### config.mk
export PLATFORM = sky130hd
export DESIGN_NAME = pipeline_hazard_ctrl
export DESIGN_NICKNAME = d
export VERILOG_FILES = /design/src/rtl/pipeline_hazard_ctrl_pkg.sv /design/src/rtl/pipeline_hazard_ctrl_perf_counter.sv /design/src/rtl/pipeline_hazard_ctrl.sv
export SDC_FILE = /design/constraint.sdc
export NUM_CORES = 1
export LEC_CHECK = 0
export ABC_AREA = 1
export CAP_MARGIN = 0
export CORE_ASPECT_RATIO = 1.2
export CORE_UTILIZATION = 25
export DETAILED_ROUTE_END_ITERATION = 8
export PLACE_DENSITY = 0.48
export SETUP_SLACK_MARGIN = 0.15
export SLEW_MARGIN = 40
export SYNTH_ARGS = -nofsm -noshare
export SYNTH_HDL_FRONTEND = slang
export SYNTH_SLANG_ARGS = --single-unit
### constraint.sdc
create_clock -name clk_i -period 2.13 [get_ports clk_i]
set_clock_uncertainty 0.2 [all_clocks]
set_input_delay 0.426 -clock clk_i [delete_from_list [all_inputs] [get_ports clk_i]]
set_output_delay 0.426 -clock clk_i [all_outputs]
set_load 0.01 [all_outputs]
### src/rtl/pipeline_hazard_ctrl_pkg.sv
// Shared core package for the 5-stage pipeline.
// Holds the hazard-controller state encoding, the default mul/div latency
// and the operand-forwarding source encodings used by the bypass muxes.
package pipeline_hazard_ctrl_pkg;

  // Hazard controller states
  typedef enum logic {
    HC_RUN     = 1'b0,
    HC_MD_BUSY = 1'b1
  } hc_state_e;

  // Total cycles a mul/div instruction occupies EX
  localparam int HC_MD_CYCLES_DEFAULT = 32;

  // Operand forwarding sources for the EX-stage bypass muxes
  typedef enum logic [1:0] {
    FWD_RF     = 2'b00,  // register file value from ID/EX
    FWD_EX_MEM = 2'b01,  // result in EX/MEM
    FWD_MEM_WB = 2'b10   // result in MEM/WB
  } fwd_src_e;

endpackage

### src/rtl/pipeline_hazard_ctrl_perf_counter.sv
// hc_perf_counter: wrapping event counter with enable.
// Ports:
//   clk   - clock
//   rst_n - asynchronous active-low reset, clears the count
//   en    - count this cycle
//   count - current count, wraps at 2^W
module hc_perf_counter #(
  parameter int W = 32
) (
  input  logic         clk,
  input  logic         rst_n,
  input  logic         en,
  output logic [W-1:0] count
);

  // Count enabled cycles, wrapping naturally at the register width
  always_ff @(posedge clk or negedge rst_n) begin
    if (!rst_n) begin
      count <= {W{1'b0}};
    end else if (en) begin
      count <= count + W'(1);
    end else begin
      count <= count;
    end
  end

endmodule

### src/rtl/pipeline_hazard_ctrl.sv
// pipeline_hazard_ctrl: stall/flush sequencer for the IF/ID/EX/MEM/WB core.
// Resolves hazards that forwarding cannot: load-use, taken-branch redirect,
// the multi-cycle mul/div unit holding EX, and data-memory wait states.
// Ports:
//   clk_i, rst_ni                 - clock, asynchronous active-low reset
//   id_sel_rs1_i/id_sel_rs2_i     - sources of the instruction in ID
//   ex_sel_rd_i, ex_is_load_i     - destination / load flag of EX instruction
//   ex_is_muldiv_i                - EX holds a mul/div
//   ex_branch_taken_i             - EX resolved a taken branch/jump
//   dmem_req_i, dmem_ready_i      - MEM-stage data memory handshake
//   stall_*_o                     - hold PC / stage output registers
//   flush_id_o                    - clear IF/ID
//   bubble_*_o                    - insert NOP into ID/EX, EX/MEM, MEM/WB
//   muldiv_start_o/muldiv_done_o  - mul/div unit start pulse / result valid
//   md_busy_o                     - controller is in MD_BUSY
//   stall_cycles_o                - count of cycles with stall_if_o high
module pipeline_hazard_ctrl
  import pipeline_hazard_ctrl_pkg::*;
#(
  parameter int MD_CYCLES = HC_MD_CYCLES_DEFAULT,
  parameter int CNT_W     = 32
) (
  input  logic             clk_i,
  input  logic             rst_ni,
  input  logic [4:0]       id_sel_rs1_i,
  input  logic [4:0]       id_sel_rs2_i,
  input  logic [4:0]       ex_sel_rd_i,
  input  logic             ex_is_load_i,
  input  logic             ex_is_muldiv_i,
  input  logic             ex_branch_taken_i,
  input  logic             dmem_req_i,
  input  logic             dmem_ready_i,
  output logic             stall_if_o,
  output logic             stall_id_o,
  output logic             stall_ex_o,
  output logic             stall_mem_o,
  output logic             flush_id_o,
  output logic             bubble_ex_o,
  output logic             bubble_mem_o,
  output logic             bubble_wb_o,
  output logic             muldiv_start_o,
  output logic             muldiv_done_o,
  output logic             md_busy_o,
  output logic [CNT_W-1:0] stall_cycles_o
);

  localparam int CW = $clog2(MD_CYCLES);
  // Busy cycles that still stall after the start cycle; the final one is done
  localparam logic [CW-1:0] MD_INIT = CW'(MD_CYCLES - 2);

  hc_state_e       state_q, state_d;
  logic [CW-1:0]   md_cnt_q, md_cnt_d;
  logic            mem_wait;
  logic            load_use;

  assign mem_wait = dmem_req_i && !dmem_ready_i;
  assign load_use = ex_is_load_i && (ex_sel_rd_i != 5'd0) &&
                    ((ex_sel_rd_i == id_sel_rs1_i) || (ex_sel_rd_i == id_sel_rs2_i));
  assign md_busy_o = (state_q == HC_MD_BUSY);

  // State and mul/div countdown registers
  always_ff @(posedge clk_i or negedge rst_ni) begin
    if (!rst_ni) begin
      state_q  <= HC_RUN;
      md_cnt_q <= {CW{1'b0}};
    end else begin
      state_q  <= state_d;
      md_cnt_q <= md_cnt_d;
    end
  end

  // Next-state and pipeline control decode
  always_comb begin
    state_d        = state_q;
    md_cnt_d       = md_cnt_q;
    stall_if_o     = 1'b0;
    stall_id_o     = 1'b0;
    stall_ex_o     = 1'b0;
    stall_mem_o    = 1'b0;
    flush_id_o     = 1'b0;
    bubble_ex_o    = 1'b0;
    bubble_mem_o   = 1'b0;
    bubble_wb_o    = 1'b0;
    muldiv_start_o = 1'b0;
    muldiv_done_o  = 1'b0;
    if (mem_wait) begin
      // Freeze the whole pipe; state and countdown hold
      stall_if_o  = 1'b1;
      stall_id_o  = 1'b1;
      stall_ex_o  = 1'b1;
      stall_mem_o = 1'b1;
      bubble_wb_o = 1'b1;
    end else begin
      case (state_q)
        HC_RUN: begin
          if (ex_is_muldiv_i) begin
            muldiv_start_o = 1'b1;
            stall_if_o     = 1'b1;
            stall_id_o     = 1'b1;
            stall_ex_o     = 1'b1;
            bubble_mem_o   = 1'b1;
            state_d        = HC_MD_BUSY;
            md_cnt_d       = MD_INIT;
          end else if (ex_branch_taken_i) begin
            // Branch wins over a (nonsensical) simultaneous load-use
            flush_id_o  = 1'b1;
            bubble_ex_o = 1'b1;
          end else if (load_use) begin
            stall_if_o  = 1'b1;
            stall_id_o  = 1'b1;
            bubble_ex_o = 1'b1;
          end else begin
            state_d = HC_RUN;
          end
        end
        HC_MD_BUSY: begin
          if (md_cnt_q != {CW{1'b0}}) begin
            stall_if_o   = 1'b1;
            stall_id_o   = 1'b1;
            stall_ex_o   = 1'b1;
            bubble_mem_o = 1'b1;
            md_cnt_d     = md_cnt_q - CW'(1);
          end else begin
            // The mul/div leaves EX this cycle, so it cannot restart
            muldiv_done_o = 1'b1;
            state_d       = HC_RUN;
          end
        end
        default: begin
          state_d  = HC_RUN;
          md_cnt_d = {CW{1'b0}};
        end
      endcase
    end
  end

  hc_perf_counter #(
    .W (CNT_W)
  ) u_stall_cnt (
    .clk   (clk_i),
    .rst_n (rst_ni),
    .en    (stall_if_o),
    .count (stall_cycles_o)
  );

endmodule

==> impl.org, run 1 <==
** Timing
- In the post-route analysis, the smallest setup slack over all paths is -0.140 ns.
- Setup Viol. Count Final :: 4
- Setup repair after global routing could not meet its margin everywhere.
- The number of hold violations in the final report was 0.
- Final Max Tran Viols :: 0
- Max Freq :: 0.441 GHz
- Setup TNS after final layout :: -0.474 ns
- Final worst-path cycle share :: 107%
- Final worst path period need :: 2.27 ns
- Measured against its own limit, the worst slew margin works out to 68.9%.
- Transition time at the pin with the least slew margin :: between 0.4 and 0.5 ns

** Critical path
- Timing endpoint of the critical path :: stall_if_o
- Critical path endpoint category :: output pin
- Data on the critical path is required at its endpoint by 1.50 ns.
- Kind of critical path :: reg -> out
- Reg2Reg Setup Slack :: ~0.18 ns
- In this run the critical register-to-register path is launched from md_cnt_q[0]$_DFFE_PN0P_.
- R2r worst-path depth :: 10
- Of all nets on the critical path, the largest fanout is 4.
- In this run the critical register-to-register path is captured at u_stall_cnt.count[4]$_DFFE_PN0P_.
- Data arrival time at the worst-slack endpoint :: 1.64 ns
- Critical Path Source Type :: flop
- In this run the worst setup path begins at md_cnt_q[0]$_DFFE_PN0P_.

** Cells and area
- The count of cells in the finished layout, fillers not included, comes to 689.
- From synthesis to final layout, the design area changed by 46.5%.
- Number of fill cells in the layout :: 1,227
- Post-layout instance area :: 4140 sq um
- The post-route netlist has 21.4% of its cells at a drive strength greater than 1.
- Final-stage net count :: 581
- 0 antenna diodes ended up in the layout.

** CTS
- Clock-pin slew was measured on the worst setup and hold paths at 0.06 ns.
- Worst skew pair latency :: 0.28 ns
- The cell sitting at the root of the clock tree is a clkbuf_16.
- TritonCTS built the clock tree.
- CTS built an H-tree with a depth of 2.
- Clock Sink Count :: 38
- Number of CTS-inserted buffers :: 5
- Buffer levels on the longest clock path :: 2

** Flow run
- The tool flagged a number of max-cap violations equal to 0.

** Synth
- Post-synth design cell area :: 2820 sq um
- In the post-synthesis netlist, the biggest area contributors are dfrtp_1 34%, nand2_1 25%, nand3_1 9.0%, inv_1 6.3%, nor2_1 6.0%.
- Synthesis inferred 38 register bits.
- Share of the synthesized area in compound gates (AO/OA/AOI/OAI) :: 1.68%
- After Yosys synthesis, XOR and XNOR cells account for 4.96% of the synthesized area.
- Top cell type's share of synthesized area :: 33.7%
- Proportion of synthesized area in mux cells :: 0%
- Area share of fa/ha/maj cells after synthesis :: 1.33%
- Area leader, netlist :: dfrtp_1
- Number of unique standard cell types used by synthesis :: 27
- Post-synthesis average cell area :: roughly 6.3 sq um
- During synthesis, Yosys emitted a total of 0 warnings.
- In the synthesized netlist, the number of instances is 446.
- After Yosys synthesis, and, or, nand and nor cells account for 48.8% of the synthesized area.
- When the netlist entered floorplanning its net count stood at between 400 and 500.
- By area, the combinational part of the netlist is dominated by simple AND/OR/NAND/NOR gates.
- Share of the yosys chip area belonging to registers :: 33.7%

** Placement
- Area after detailed placement :: 3770 sq um
- Number of cells in the design after placement :: 659
- Count of input and output buffers :: 64
- The HPWL after detailed placement is between 6 and 7 mm.
- Routability-driven placement finished with a final weighted congestion of between 0.9 and 1.

** Floorplanning
- Core region area :: 11,000 sq um
- The die covers 11,700 sq um.
- The initial utilization of the core area, before any placement, comes to between 20% and 30%.
- Number of top-level pins :: 65
- Vert. Die Dim :: 118 um
- Site row count :: 42
- In this run the horizontal extent of the chip is 99 um.

** Detailed routing
- Detailed-route via count :: 3,072
- Wires add up to 8.76 mm.
- 1st-iter DRT viols :: between 100 and 150
- Once detail routing completed, the nets flagged for antenna violations numbered 0.
- Average wire per cell in the routed design :: 12.7 um
- First drt pass iteration count :: 4
- Dividing the detail-routed via count by the number of cells gives 4.46.
- Post-detailed-route DRC marker count :: 0

** Power
- Power spread over the standard cell area amounts to 671 nW/um^2.
- Total design power :: 2.77 mW
- Worst VDD drop :: 0.377 mV
- In this run the static leakage power is 2.07 nW.

** Run status
- Run status :: finished, violations left
- The final reports fail on setup timing.

** Global route
- Number of antenna violations at the first check in global routing :: 0
- Via count of the first global-routing pass :: 3,051
- Global routing finished with a remaining overflow of 0.
- GR Util All Layers :: 15.5%
- Entering global routing, the biggest net connects 33 pins.
- Wire length of the first global-routing pass :: roughly 14 mm

** Min path
- Worst min-delay path category :: reg -> reg
[metrics by stage]
step / hold slack [ns] / worst slack (ns) / util (%)
final: 0.316 / -0.140 / 37.5
after global routing: 0.325 / -0.188 / 37.5
after CTS: 0.301 / -0.128 / 36.8
after detailed placement: 0.208 / -0.691 / 34.2
after global placement: 0.204 / -0.632 / 34.2
after floorplan: -0.0696 / 0.153 / -
[synth_stat cells (all sizes together)]
library cell    n
dfrtp          38
o21ai           5
nand3          52
nand3b          5
nor3           16
or2             1
clkinv          1
nor2           54
buf            11
ha              3
xor2           13
inv            50
xnor2           3
a31oi           1
nand2         189
a21oi           1
nand4           3
[cell type report]
class	count	area (sq um)	share of cell area (%)
multi-input cells	346	1670	40.4
clock inverters	1	5.00	0.121
well taps	132	165	3.99
flip-flops and latches	38	955	23.1
inverters	51	195	4.72
repair buffers	114	1000	24.3
clock buffers	7	143	3.45
[how the worst min path moves through the flow]
| stage | startpoint | endpoint | slack (ns) | depth (start not counted) |
|---|---|---|---|---|
| floorplan | rst_ni | md_busy_o$_DFFE_PN0N_ | -0.07 | 0 |
| global placement | rst_ni | md_cnt_q[1]$_DFFE_PN0P_ | 0.20 | 1 |
| CTS | md_cnt_q[4]$_DFFE_PN0P_ | md_cnt_q[4]$_DFFE_PN0P_ | 0.30 | 2 |
| finish | md_cnt_q[4]$_DFFE_PN0P_ | md_cnt_q[4]$_DFFE_PN0P_ | 0.32 | 2 |
| detailed placement | rst_ni | md_cnt_q[1]$_DFFE_PN0P_ | 0.21 | 1 |
| global route | md_cnt_q[4]$_DFFE_PN0P_ | md_cnt_q[4]$_DFFE_PN0P_ | 0.32 | 2 |
[cell usage in the layout, fill, tap and decap left out, types with 5 or more instances in the layout]
| cell type | count |
|---|---|
| xor2_1 | 13 |
| buf_6 | 14 |
| inv_1 | 39 |
| nor2_1 | 40 |
| nand3b_1 | 5 |
| dlymetal6s2s_1 | 5 |
| clkbuf_16 | 5 |
| buf_4 | 39 |
| dfrtp_1 | 35 |
| clkbuf_2 | 11 |
| nor3_1 | 14 |
| nand2_1 | 184 |
| nand3_1 | 50 |
| inv_2 | 10 |
| clkdlybuf4s50_1 | 32 |
| nor2_2 | 12 |
[power by group]
part	internal [mW]	leakage [nW]	switching, mW
Sequential	0.835	0.498	0.113
Combinational	0.521	1.50	0.544
Clock	0.464	0.0739	0.297
[flip-flops by register name, indices dropped and copies added (netlist names)]
register           cells
md_busy_o              1
md_cnt_q               5
u_stall_cnt.count     32
[worst max-delay path, stage by stage (launching register included)]
cell and delay (ns):
dfrtp_1 0.39, inv_2 0.09, ha_4 0.14, nand4_4 0.11, o21ai_4 0.22, buf_6 0.12
buf_6 0.09, nand2_4 0.06, buf_6 0.12
[timing repair]
item                                    in CTS  in global routing
pin swaps                                   10                 22
endpoints found under the setup margin      45                 44
hold endpoints to repair                    18                  0
buffers inserted                            15                  6
gates resized for setup                     75                 46
hold buffers                                 1                  0
[routing by layer]
| layer | GRT usage, % | vias up | part of all wire (%) |
|---|---|---|---|
| li1 | - | 1599 | - |
| met1 | 17.6 | 1396 | 42 |
| met2 | 28.6 | 69 | 52 |
| met3 | 3.37 | 8 | 4.8 |
| met4 | 4.38 | 0 | 1.6 |
| met5 | 0 | - | 0 |
[logic make-up after synthesis]
family          count (synthesis)
compound gates                  7
simple gates                  320
buf+inv                        62
xor+xnor                       16
flops                          38
fa+ha+maj                       3
Note: power is estimated with default switching activity, not from simulation.
==> run 2, diff against run 1 <==
--- a/config.mk
+++ b/config.mk
@@ -11,6 +11,7 @@
 export CORE_UTILIZATION = 25
 export DETAILED_ROUTE_END_ITERATION = 8
 export PLACE_DENSITY = 0.48
+export RECOVER_POWER = 25
 export SETUP_SLACK_MARGIN = 0.15
 export SLEW_MARGIN = 40
 export SYNTH_ARGS = -nofsm -noshare
==> run 2 against run 1 <==
- the run still ends with setup timing left
- non-clock buffer count is the same
- global-route usage is the same
- design area shrank 0.33%
- via count is the same
- maximum frequency is essentially flat
- final cell count is the same
- sequential cell count is the same
- largest power group unchanged
- sequential share of layout area grew 0.077 points
- worst setup slack is essentially flat
- core utilization shrank 0.12 points
- highest routed layer unchanged
- first-iteration DRC count is the same
- sequential power is essentially flat
==> impl.org, run 2 (synthesized netlist as in run 1, its figures left out) <==
** Run status
- The flow ran to the end, but the final reports show violations.
- Failing checks :: setup timing

** Floorplanning
- The initialized floorplan defines 42 standard-cell rows.
- From left edge to right edge, the die measures 99 um.
- In this run the vertical extent of the chip is 118 um.
- Core region area :: 11,000 sq um
- 65 I/O pins were placed.
- The initial utilization of the core area, before any placement, comes to between 20 and 30%.
- Area enclosed by the die boundary :: between 10,000 and 15,000 sq um

** Critical path
- By startpoint and endpoint, the worst setup path is classified as reg -> out.
- STA classifies the critical path startpoint as a flop.
- Data on the critical path is required at its endpoint by 1.50 ns.
- For the worst setup path, the data arrival time is 1.64 ns.
- In this run the worst setup path begins at md_cnt_q[0]$_DFFE_PN0P_.
- Critical path endpoint category :: output pin
- In this run the critical register-to-register path is launched from md_cnt_q[0]$_DFFE_PN0P_.
- Of all nets on the critical path, the largest fanout is 4.

** Flow run
- Maxcap violations :: 0

** Cells and area
- Final-stage net count :: a little under 600
- u_stall_cnt.count holds more flip-flops than any other register.
- The library cell used most frequently in the layout, excluding fill and tap cells, is nand2_1.
- At the end of the flow the core is filled with cells to 37.4%.
- The area growth from synthesis to layout is 46.1%.
- The post-route netlist has 21.2% of its cells at a drive strength greater than 1.
- In the layout the commonest cells are 184 x nand2_1, 50 x nand3_1, 40 x nor2_1, 40 x buf_4, 39 x inv_1.
- The register with the most flip-flops in the layout has 32 of them.
- Number of antenna repair diodes :: 0
- After the flow finishes, the layout carries non-filler instances totaling around 690.
- Counting the fill cells in the layout gives 1,230.

** Global route
- Wire length of the first global-routing pass :: 14.4 mm
- In the global route stage, met1 resource usage came out at 17.6%.
- In the global route stage, met3 resource usage came out at 3.37%.
- Global routing met2 resource utilization :: 28.6%
- In this run the most used layer during global routing was met2.
- Global routing finished with a remaining overflow of 0.
- The via count of the first global-routing pass was 3,051.
- Pin count of the biggest net entering global routing :: 33
- GR Util All Layers :: 15.5%
- The initial antenna violation count came to 0.

** Timing
- Final hold violations :: 0
- At the pin with the least slew margin, the transition time is between 1 and 1.5 ns.
- Final worst-path cycle share :: 107%
- Setup Viol. Count Final :: 4
- Measured against its own limit, the worst slew margin works out to 30.4%.
- The max-slew violation count came to 0.
- Setup repair after global routing could not meet its margin everywhere.
- Final worst path period need :: ~2.3 ns
- Max Freq :: between 0.4 and 0.5 GHz
- Worst Slack Setup Final :: -0.140 ns

** Detailed routing
- First drt pass iteration count :: 4
- For this block, the initial DRC count from the detailed router was 115.
- Detailed-route via count :: 3,072
- Sum of routed wire length over all layers :: 8.77 mm
- Average wire per cell in the routed design :: 12.7 um
- In this run the remaining antenna-violating nets after routing total 0.
- Post-detailed-route DRC marker count :: 0
- Dividing the detail-routed via count by the number of cells gives 4.46.

** CTS
- Clock-pin slew was measured on the worst setup and hold paths at ~0.06 ns.
- In this run the clock root is driven by a clkbuf_16.
- The H-tree generated during clock tree synthesis spans 2 levels.
- Clock latency on the worst-skew pair, taken at its later pin, is 0.28 ns.
- CTS tree :: done
- Buffer levels on the longest clock path :: 2
- Number of CTS-inserted buffers :: 5
- Counting every sink on the clock net gives 38.

** Power
- Pwr Density :: 672 nW/um^2
- NetSw :: 954 uW
- Sequential share of power :: 34.2%
- Combinational cells account for about two fifths of the total power.
- Switching share of power :: 34.4%
- Internal power comes to 1.82 mW.
- Per report_power, the clock group accounts for 27.5% of the total.
- The analysis attributes to cell leakage a power of around 2.1 nW.
- VDD sags by at most 0.378 mV.

** Placement
- Final estimated routing congestion in global placement :: 0.922
- Count of input and output buffers :: 64
- Post-Place Worst Slack :: -0.691 ns
- Number of cells in the design after placement :: 659
- Once detailed placement completed, the half-perimeter wirelength came to 6.71 mm.

** Min path
- Worst min-delay path category :: reg -> reg
- Min-delay src :: md_cnt_q[4]$_DFFE_PN0P_
run 2: changes by cell type in the layout (fill, tap and decap cells not counted), sizes merged:
| cell | change |
|---|---|
| buf | -1 |
| clkbuf | +1 |
run 2: per-layer routing:
metal	wire, um	up-vias
met4	140	0
li1	-	1598
met2	4530	71
met1	3670	1395
met5	0	-
met3	428	8
run 2: final timing paths:
| path | to | slack, ns | cells past startpoint |
|---|---|---|---|
| max | stall_if_o | -0.14 | 8 |
| min | md_cnt_q[4]$_DFFE_PN0P_ | 0.32 | 2 |
| max reg2reg | u_stall_cnt.count[4]$_DFFE_PN0P_ | 0.18 | 10 |
| min reg2reg | md_cnt_q[4]$_DFFE_PN0P_ | 0.32 | 2 |
| max in group asynchronous | md_busy_o$_DFFE_PN0N_ | 0.21 | 3 |
| min in group asynchronous | md_cnt_q[1]$_DFFE_PN0P_ | 0.64 | 2 |
run 2: metrics by stage:
step | hold slack, ns | instance area [sq um] | setup TNS (ns) | total power, mW
3_5_place_dp | 0.208 | 3770 | -12.89 | 1.90
5_1_grt | 0.325 | 4120 | -1.88 | 2.93
6_report | 0.316 | 4120 | -0.474 | 2.77
4_1_cts | 0.301 | 4070 | -0.370 | 2.75
3_3_place_gp | 0.204 | 3770 | -11.56 | 1.89
2_1_floorplan | -0.0696 | 2830 | 0 | 1.40
run 2: layout make-up:
class | count | area, sq um | share of cell area [%]
Inverter | 51 | 195 | 4.73
Multi-Input combinational cell | 346 | 1670 | 40.5
Timing Repair Buffer | 114 | 991 | 24.0
Clock buffer | 7 | 143 | 3.46
Clock inverter | 1 | 5.00 | 0.121
Tap cell | 132 | 165 | 4.01
Sequential cell | 38 | 955 | 23.2
run 2: power groups by stage:
stage	registers (mW)	clock network, mW	logic (mW)
finish	0.948	0.762	1.06
global route	0.963	0.802	1.17
CTS	0.950	0.781	1.02
detailed placement	0.952	0	0.949
global placement	0.952	0	0.939
floorplan	0.978	0	0.422
run 2: critical path, cell delays in order (launching register included):
cell	delay, ns
dfrtp_1	0.39
inv_2	0.09
ha_4	0.14
nand4_4	0.11
o21ai_4	0.22
buf_6	0.12
buf_6	0.09
nand2_4	0.06
buf_6	0.12
run 2: what timing repair did:
action	4_1_cts	5_1_grt
hold buffers	1	0
resized for setup	75	46
setup endpoints to repair	45	44
hold endpoints to repair	18	0
pin swaps	10	22
buffers inserted	15	6
==> run 3, diff against run 2 <==
--- a/config.mk
+++ b/config.mk
@@ -11,7 +11,7 @@
 export CORE_UTILIZATION = 25
 export DETAILED_ROUTE_END_ITERATION = 8
 export PLACE_DENSITY = 0.48
-export RECOVER_POWER = 25
+export RECOVER_POWER = 50
 export SETUP_SLACK_MARGIN = 0.15
 export SLEW_MARGIN = 40
 export SYNTH_ARGS = -nofsm -noshare
==> run 3 against run 2 <==
- the run still ends with setup timing left
- worst setup slack better by 0.0029 ns
- sequential power is essentially flat
- final cell count unchanged
- total power is 0.66% lower
- via count is 0.20% lower
- hold slack worse by 0.0033 ns
- sequential cell count unchanged
- critical path type unchanged
- highest routed layer unchanged
==> impl.org, run 3 (synthesized netlist as in run 1, its figures left out) <==
** Run status
- The run finished, with violations left.
- Failing checks :: setup timing

** Timing
- Max Freq :: 0.441 GHz
- The worst path in the final design needs a cycle of ~2.3 ns, including I/O delays and setup.
- Across all hold checks on the routed design, the worst slack comes to 0.313 ns.
- Transition time at the pin with the least slew margin :: between 1 and 1.5 ns
- The number of hold violations in the final report came to 0.
- Worst Slack Setup Final :: -0.137 ns
- Setup repair after global routing could not meet its margin everywhere.
- Relative max-transition margin :: 30.5%
- Summed over all failing endpoints, the final setup total negative slack is -0.463 ns.
- Final worst-path cycle share :: 106%
- The max-slew violation count was 0.
- Setup Viol. Count Final :: 4

** Floorplanning
- Initial Utilization :: 25.6%
- The total area inside the core boundary comes to 11,000 sq um.
- between 60 and 70 I/O pins were placed.
- Measured along the y axis, the die boundary spans 118 um.
- The floorplan step defined a die boundary enclosing between 10,000 and 15,000 sq um.
- Row generation in the floorplan step produced 42 rows.
- Die width :: 99 um

** Detailed routing
- Detailed-route via count :: 3,066
- In the final routed layout, each cell accounts on average for 12.8 um.
- First drt pass iteration count :: 4
- Wires add up to 8.79 mm.
- Average vias per placed instance :: 4.45
- Antenna-violating nets left :: 0
- After detailed routing, the number of remaining DRC violations is 0.
- The first routing iteration left 118 violations.

** Critical path
- Critical Path Source Type :: flop
- STA classifies the critical path endpoint as an output pin.
- By instance count, the cell type seen most on the critical path is buf_6.
- Sequence of cells on the critical path :: inv_2, ha_4, nand4_4, o21ai_4, buf_6, buf_6, nand2_4, buf_6
- The largest single stage delay on the critical path is approximately 0.4 ns.
- Crit Path Max Fanout :: 4
- The critical path is of the reg -> out type.
- Cell type of the slowest stage on the worst timing path :: dfrtp_1
- Data arrives at the worst endpoint at approximately 1.6 ns.
- For the worst setup path, the data required time is 1.50 ns.

** CTS
- Worst skew pair latency :: 0.28 ns
- In this run, CTS created clock tree buffers numbering 5.
- The clock net in this run drives a total of 38 sinks.
- After clock tree synthesis, the clock-pin slew on the worst setup and hold paths is approximately 0.060 ns.
- The longest clock path from root to sink contains 2 buffers.
- TritonCTS built the clock tree.
- The root buffer cell chosen for the clock tree is clkbuf_16.
- H-tree depth :: 2

** Placement
- Input and output buffers added on the ports amount to 64.
- Number of cells in the design after placement :: roughly 660
- Final estimated routing congestion in global placement :: roughly 0.92
- Sum of net half-perimeters after detailed placement :: between 6 and 7 mm
- Timing analysis after detailed placement gives a worst setup slack of -0.691 ns.
- Area after detailed placement :: roughly 3800 sq um

** Cells and area
- In the final layout, the share of cells above drive strength 1 is 20.3%.
- Leaving out fill and tap cells, the most frequent cell in the layout is nand2_1.
- Cells fill 37.1% of the core in the end.
- Final-stage net count :: approximately 580
- Summing all non-filler instances in the final layout gives an area of 4090 sq um.
- The number of antenna diodes in the final layout is 0.
- Leaving out fill and tap cells, the most frequent cells in the layout are 184 x nand2_1, 50 x nand3_1, 41 x nor2_1.
- More flip-flops sit in one register than any other, and that register is u_stall_cnt.count.
- The count of cells in the finished layout, fillers not included, comes to around 700.
- Relative to the synthesized area, the layout overhead comes to 44.9%.
- The register with the most flip-flops in the layout has 32 of them.

** Power
- P_leak :: 2.05 nW
- After layout, the design draws a total of roughly 2.8 mW.
- Across the VDD grid, the largest voltage drop is between 0.3 and 0.4 mV.
- In this run the power density over the cells is 673 nW/um^2.

** Global route
- Entering global routing, the biggest net connects 33 pins.
- Number of antenna violations at the first check in global routing :: 0
- Aggregate global routing overflow :: 0
- The via count of the first global-routing pass was around 3,100.
- The first global-routing pass estimated 14.4 mm of wire.
- Global routing used between 10% and 20% of the available tracks.

** Flow run
- Maxcap violations :: 0

** Min path
- Worst min-delay path category :: reg -> reg
[run 3: layout make-up]
class	instances	area (sq um)
fillers	1238	6940
multi-input cells	346	1660
repair buffers	114	968
flip-flops and latches	38	953
inverters	51	195
well taps	132	165
clock buffers	7	143
clock inverters	1	5.00
[run 3: where the power goes]
group	internal, mW	switching [mW]
Combinational	0.503	0.541
Sequential	0.835	0.113
Clock	0.464	0.297
[run 3: path summary, 6_finish.rpt]
kind	from	slack (ns)	cells past startpoint	end
max	md_cnt_q[0]$_DFFE_PN0P_	-0.14	8	stall_if_o
min	md_cnt_q[4]$_DFFE_PN0P_	0.31	2	md_cnt_q[4]$_DFFE_PN0P_
max reg2reg	md_cnt_q[0]$_DFFE_PN0P_	0.18	10	u_stall_cnt.count[4]$_DFFE_PN0P_
min reg2reg	md_cnt_q[4]$_DFFE_PN0P_	0.31	2	md_cnt_q[4]$_DFFE_PN0P_
max in group asynchronous	rst_ni	0.21	3	md_busy_o$_DFFE_PN0N_
min in group asynchronous	rst_ni	0.64	2	md_cnt_q[1]$_DFFE_PN0P_
[run 3: critical path, delay by kind of cell, from the launching register on]
family          cells  cell delay [ns]
simple gates        2             0.17
compound gates      1             0.22
fa+ha+maj           1             0.14
buf+inv             4             0.42
flops               1             0.39
[run 3: per-layer routing]
| metal | routed length [um] | up-vias | track usage, % |
|---|---|---|---|
| met5 | 0 | - | 0 |
| met4 | 144 | 0 | 4.38 |
| met3 | 489 | 10 | 3.37 |
| met2 | 4500 | 74 | 28.6 |
| met1 | 3650 | 1383 | 17.6 |
| li1 | - | 1599 | - |
[run 3: what timing repair did]
action                                  CTS  global route
endpoints found under the setup margin   45            44
endpoints found under the hold margin    18             0
gates resized for setup                  75            46
pin swaps                                10            22
setup buffers                            15             6
hold buffers                              1             0
